### config.mk
export PLATFORM = sky130hd
export DESIGN_NAME = alu4_seq
export DESIGN_NICKNAME = d
export VERILOG_FILES = /design/src/rtl/alu4_seq.sv
export SDC_FILE = /design/constraint.sdc
export NUM_CORES = 1
export LEC_CHECK = 0
export BUFFER_PORTS_ARGS = -buffer_cell sky130_fd_sc_hd__buf_2
export CAP_MARGIN = 20
export CORE_MARGIN = 4
export CORE_UTILIZATION = 49
export CTS_CLUSTER_DIAMETER = 80
export DETAILED_ROUTE_END_ITERATION = 7
export PLACE_DENSITY = 0.75
export SKIP_CTS_REPAIR_TIMING = 1
export SYNTH_ARGS = -nofsm -noshare
export SYNTH_HDL_FRONTEND = slang
export SYNTH_SLANG_ARGS = --single-unit
### constraint.sdc
create_clock -name clk -period 2.96 [get_ports clk]
set_clock_uncertainty 0.05 [all_clocks]
set_input_delay 0.444 -clock clk [delete_from_list [all_inputs] [get_ports clk]]
set_output_delay 0.444 -clock clk [all_outputs]
set_load 0.01 [all_outputs]
### src/rtl/alu4_seq.sv
// rtl/alu4_seq.sv - nibble-serial ALU reusing one 4-bit alu4 slice over NIBBLES cycles
// Optional zero/ovf flag outputs are enabled by defining ALU4_SEQ_FLAGS_EN.

module alu4 (
  input  logic [3:0] a,
  input  logic [3:0] b,
  input  logic [2:0] sel,
  input  logic       cin,
  output logic [3:0] y,
  output logic       cout
);
  logic [3:0] t;
  logic [4:0] sum;

  always_comb begin
    t    = 4'h0;
    sum  = 5'h00;
    y    = 4'h0;
    cout = 1'b0;
    case (sel[1:0])
      2'b00:   t = 4'h0;
      2'b01:   t = b;
      2'b10:   t = ~b;
      default: t = 4'hF;
    endcase
    if (sel[2]) begin
      case (sel[1:0])
        2'b00:   y = a & b;
        2'b01:   y = a | b;
        2'b10:   y = a ^ b;
        default: y = ~a;
      endcase
    end else begin
      sum       = {1'b0, a} + {1'b0, t} + {4'h0, cin};
      {cout, y} = sum;
    end
  end
endmodule

module alu4_seq #(
  parameter int NIBBLES = 4
) (
  input  logic                 clk,
  input  logic                 rst,
  input  logic                 in_valid,
  output logic                 in_ready,
  input  logic [3:0]           op,
  input  logic [4*NIBBLES-1:0] a,
  input  logic [4*NIBBLES-1:0] b,
  output logic                 out_valid,
  input  logic                 out_ready,
  output logic [4*NIBBLES-1:0] result,
  output logic                 carry
`ifdef ALU4_SEQ_FLAGS_EN
  ,
  output logic                 zero,
  output logic                 ovf
`endif
);
  localparam int W  = 4 * NIBBLES;
  localparam int CW = (NIBBLES > 1) ? $clog2(NIBBLES) : 1;

  typedef enum logic [1:0] {IDLE, RUN, DONE} state_t;

  state_t          state_q, state_d;
  logic [3:0]      op_q, op_d;
  logic [W-1:0]    a_q, a_d, b_q, b_d, result_q, result_d;
  logic [CW-1:0]   cnt_q, cnt_d;
  logic            carry_q, carry_d;
  logic [3:0]      nib_a, nib_b, nib_y;
  logic [2:0]      nib_sel;
  logic            nib_cin, nib_cout, is_logic, last;

  assign is_logic = op_q[3];
  assign last     = (cnt_q == CW'(NIBBLES - 1));
  assign nib_a    = a_q[4*cnt_q +: 4];
  assign nib_b    = b_q[4*cnt_q +: 4];
  assign nib_sel  = is_logic ? {1'b1, op_q[1:0]} : {1'b0, op_q[2:1]};
  // Carry chains through carry_q between nibbles; the first nibble takes op[0].
  assign nib_cin  = is_logic ? 1'b0 : ((cnt_q == '0) ? op_q[0] : carry_q);

  alu4 u_alu4 (
    .a    (nib_a),
    .b    (nib_b),
    .sel  (nib_sel),
    .cin  (nib_cin),
    .y    (nib_y),
    .cout (nib_cout)
  );

`ifdef ALU4_SEQ_FLAGS_EN
  logic ovf_q, ovf_d, t_msb;

  always_comb begin
    t_msb = 1'b0;
    case (op_q[2:1])
      2'b00:   t_msb = 1'b0;
      2'b01:   t_msb = b_q[W-1];
      2'b10:   t_msb = ~b_q[W-1];
      default: t_msb = 1'b1;
    endcase
    ovf_d = ovf_q;
    if (state_q == IDLE && in_valid)
      ovf_d = 1'b0;
    else if (state_q == RUN && last)
      ovf_d = !is_logic && (a_q[W-1] == t_msb) && (nib_y[3] != a_q[W-1]);
  end

  always_ff @(posedge clk) begin
    if (rst) ovf_q <= 1'b0;
    else     ovf_q <= ovf_d;
  end

  assign zero = (state_q == DONE) && (result_q == '0);
  assign ovf  = (state_q == DONE) && ovf_q;
`endif

  always_comb begin
    state_d  = state_q;
    op_d     = op_q;
    a_d      = a_q;
    b_d      = b_q;
    result_d = result_q;
    cnt_d    = cnt_q;
    carry_d  = carry_q;
    case (state_q)
      IDLE: begin
        if (in_valid) begin
          state_d = RUN;
          op_d    = op;
          a_d     = a;
          b_d     = b;
          cnt_d   = '0;
          carry_d = 1'b0;
        end
      end
      RUN: begin
        result_d[4*cnt_q +: 4] = nib_y;
        carry_d                = nib_cout;
        if (last) state_d = DONE;
        else      cnt_d   = cnt_q + 1'b1;
      end
      DONE: begin
        if (out_ready) state_d = IDLE;
      end
      default: state_d = IDLE;
    endcase
  end

  always_ff @(posedge clk) begin
    if (rst) begin
      state_q  <= IDLE;
      op_q     <= 4'h0;
      a_q      <= '0;
      b_q      <= '0;
      result_q <= '0;
      cnt_q    <= '0;
      carry_q  <= 1'b0;
    end else begin
      state_q  <= state_d;
      op_q     <= op_d;
      a_q      <= a_d;
      b_q      <= b_d;
      result_q <= result_d;
      cnt_q    <= cnt_d;
      carry_q  <= carry_d;
    end
  end

  assign in_ready  = (state_q == IDLE);
  assign out_valid = (state_q == DONE);
  assign result    = result_q;
  assign carry     = carry_q;
endmodule

==> results_dict.tcl <==
set metrics [dict create \
    status "complete, no violations" \
    slew_headroom_pct 65.62 \
    cp.required_ns 3.14 \
    slowest_delay_ns 0.59 \
    seq_area_frac_synth_pct 39.62 \
    yosysUniqueCellTypes 45 \
    insertedDiodeCount 0 \
    syn_area_per_cell_um2 8.349 \
    globalRouteMet3Util_pct 7.753 \
    path_class "flop to flop" \
    totalWireLength_um 6625 \
    grt_use_met2_pct 30.25 \
    cts.path.max_buffers 2 \
    synth_commonest_cells "nand2_1 (86), dfxtp_1 (57), a21oi_1 (43)" \
    dieArea_um2 7169 \
    worstSetupEndpointType "flop" \
    drtPass1Iterations 4 \
    synthMostInstantiatedCell "nand2_1" \
    ys_top_cells_by_area "dfxtp_1 (40%), nand2_1 (11%), a21oi_1 (7.5%)" \
    placed_cells 468 \
    synth_cells 345 \
    p_int_uw 1389 \
    ant_nets 0 \
    cp_data_arrival_time_ns 2.96 \
    cp_slowest_cell "mux4_2" \
    fin_crit_ns 2.782 \
    use_met1_pct 24.65 \
    layoutNonFillerInstCount 487 \
    overflow 0 \
    fin_setup_tns_ns 0 \
    die_h_um 84.67 \
    pin_count 59 \
    grt_pass1_vias 2509 \
    rsz0062_at_grt "false" \
    busiest_layer "met2" \
    p_leak_uw 0.001531 \
    synth_edf_count 0 \
    pwr-share-seq_pct 43.3 \
    vias_per_cell 5.265 \
    clock-sinks 57 \
    synth-main-ff-cell "dfxtp_1" \
    p_per_area_nw_per_um2 549.9 \
    dpl.hpwl_um 4941 \
    yosysWarningCount 0 \
    grt.total_usage_pct 19.65 \
    grt_max_degree 38 \
    irDropWorstVdd_mv 0.3748 \
    htree_levels 3 \
    die_w_um 84.67 \
    drt_iter0_drc 147 \
    max_freq_mhz 359.5 \
    final.fill_count 523 \
    clkPwrFrac_pct 37.8 \
    switching_share_pct 27.58 \
    wl_per_cell_um 13.60 \
    synthesis.nets 404 \
    worst_slew_pin_slew_ns 0.5145 \
    report.final.slew_viol_count 0 \
    core_um2 5608 \
    cp_max_fo 10 \
    grt_pass1_wl_um 11240 \
    finalNetCount 470 \
    drive_gt1_share_pct 25.06 \
    port_buffers 58 \
    insertion_delay_ns 0.34 \
    area_growth_syn_to_layout_pct 21.11 \
    ys_seq_elements 57 \
    pwr-share-comb_pct 19.0 \
    syn_area_um2 2880 \
    timing.final.crit_share_pct 93.98 \
    synth_top_area_share_pct 39.62 \
    path_clk_slew_ns 0.06 \
    critical_path_buf_inv_count 1 \
    async_flop_share_pct 0 \
    cts-buffers-inserted 9 \
    yosysTopAreaCell "dfxtp_1" \
    crit_top_cell "a21oi_1" \
    crit_family "compound AO/OA/AOI/OAI gates" \
    crit_path_start_kind "flop" \
    cts_root_buf "clkbuf_8" \
    route.detailed.drc 0 \
    gp_congestion 0.9159 \
    vias 2564 \
    initial_utilization_pct 51.36 \
    antenna_found_initial 0 \
    setup_viol 0 \
    cts_tree "done" \
    rows 27 \
    hold_viol_final 0 \
    drv_cap 0 \
    switching_power_uw 529.0 \
    path_cells "buf_4 -> mux4_2 -> nor3_1 -> a21oi_1 -> o21a_1 -> ha_1 -> a21o_1 -> a21oi_1 -> xor2_1 -> o22a_2 -> o21ai_1" \
    hold_class "input port to flop" \
]
==> registers in the layout (all words and copies together) (netlist names) <==
register and flops:
b_q 16, cnt_q 2, state_q 2, a_q 16, result 16, op_q 4
carry 1
==> layout make-up <==
type | count | area, um^2 | share of cell area, %
multi-input combinational | 252 | 1587 | 45.48
sequential | 57 | 1142 | 32.75
timing repair buffer | 74 | 410.4 | 11.76
clock buffer | 12 | 155.1 | 4.448
tap | 72 | 90.09 | 2.582
inverter | 17 | 63.81 | 1.829
clock inverter | 3 | 40.04 | 1.148
==> final timing paths <==
check	start	endpoint	slack, ns	cells past startpoint
worst min register to register	result[7]	result[7]	0.39	2
worst min-delay path	b[15]	b_q[15]	0.28	3
worst max register to register	cnt_q[0]	result[3]	0.18	11
worst max-delay path	cnt_q[0]	result[3]	0.18	11
==> routing by layer <==
metal	vias to the layer above	part of all wire [%]
met5	-	0
li1	1310	-
met1	1169	47
met4	0	2.2
met3	16	6.0
met2	69	45
==> power groups by stage <==
| stage | clock network (uW) | logic [uW] | registers (uW) |
|---|---|---|---|
| 3_3_place_gp | 0 | 344 | 844 |
| 4_1_cts | 734 | 357 | 830 |
| 6_report | 724 | 364 | 830 |
| 5_1_grt | 771 | 407 | 835 |
| 2_1_floorplan | 0 | 248 | 840 |
| 3_5_place_dp | 0 | 355 | 846 |
==> worst reg2reg max path: stages, from the launching register on <==
cell and delay (ns):
dfxtp_1 0.35, buf_4 0.20, mux4_2 0.59, nor3_1 0.16, a21oi_1 0.07, o21a_1 0.16
ha_1 0.28, a21o_1 0.18, a21oi_1 0.17, xor2_1 0.16, o22a_2 0.21, o21ai_1 0.08
==> cell usage in the layout (no fill, tap or decap), types with 2 or more instances in the layout <==
| cell type | synthesis | final |
|---|---|---|
| fa_1 | 2 | 2 |
| clkinv_2 | 0 | 2 |
| nor3_1 | 5 | 5 |
| mux2_2 | 5 | 5 |
| mux2i_1 | 4 | 4 |
| xnor2_1 | 5 | 5 |
| nand2b_1 | 2 | 2 |
| o211ai_1 | 2 | 2 |
| buf_4 | 2 | 16 |
| o21ai_0 | 7 | 7 |
| nand3_1 | 3 | 3 |
| a22oi_1 | 2 | 2 |
| o21ai_1 | 9 | 9 |
| nand2_1 | 86 | 86 |
| dfxtp_1 | 57 | 56 |
| buf_2 | 7 | 58 |
| mux2_1 | 2 | 2 |
| nor2_1 | 15 | 15 |
| ha_1 | 17 | 17 |
| and3_1 | 2 | 2 |
| a21oi_1 | 43 | 43 |
| mux4_2 | 5 | 5 |
| nor2b_1 | 5 | 5 |
| a211oi_1 | 4 | 3 |
| clkbuf_8 | 0 | 11 |
| o22ai_1 | 3 | 3 |
| a22o_1 | 8 | 8 |
| inv_1 | 16 | 16 |
==> stage by stage <==
stage               utilization (%)  area, um^2  setup WS [ns]  total power, uW  hold WS [ns]
global placement              58.05        3256         0.1909             1188        0.3914
finish                        62.20        3488         0.1783             1918        0.2829
global route                  62.20        3488        0.02826             2013        0.2790
CTS                           61.54        3451        0.07750             1921        0.2741
floorplan                         -        2880         0.1503             1088        0.3829
detailed placement            58.05        3256         0.1154             1201        0.3868
==> kinds of logic (layout without fill, tap and decap cells) <==
kind of cell | after synthesis | in the layout | share of synthesized area (%)
simple gates | 125 | 125 | 18.42
compound gates | 86 | 86 | 17.81
flops | 57 | 57 | 39.62
buf+inv | 36 | 106 | 5.517
fa+ha+maj | 19 | 19 | 8.775
mux | 16 | 16 | 8.036
xor+xnor | 6 | 6 | 1.824
Power figures use the tool's default switching activity.
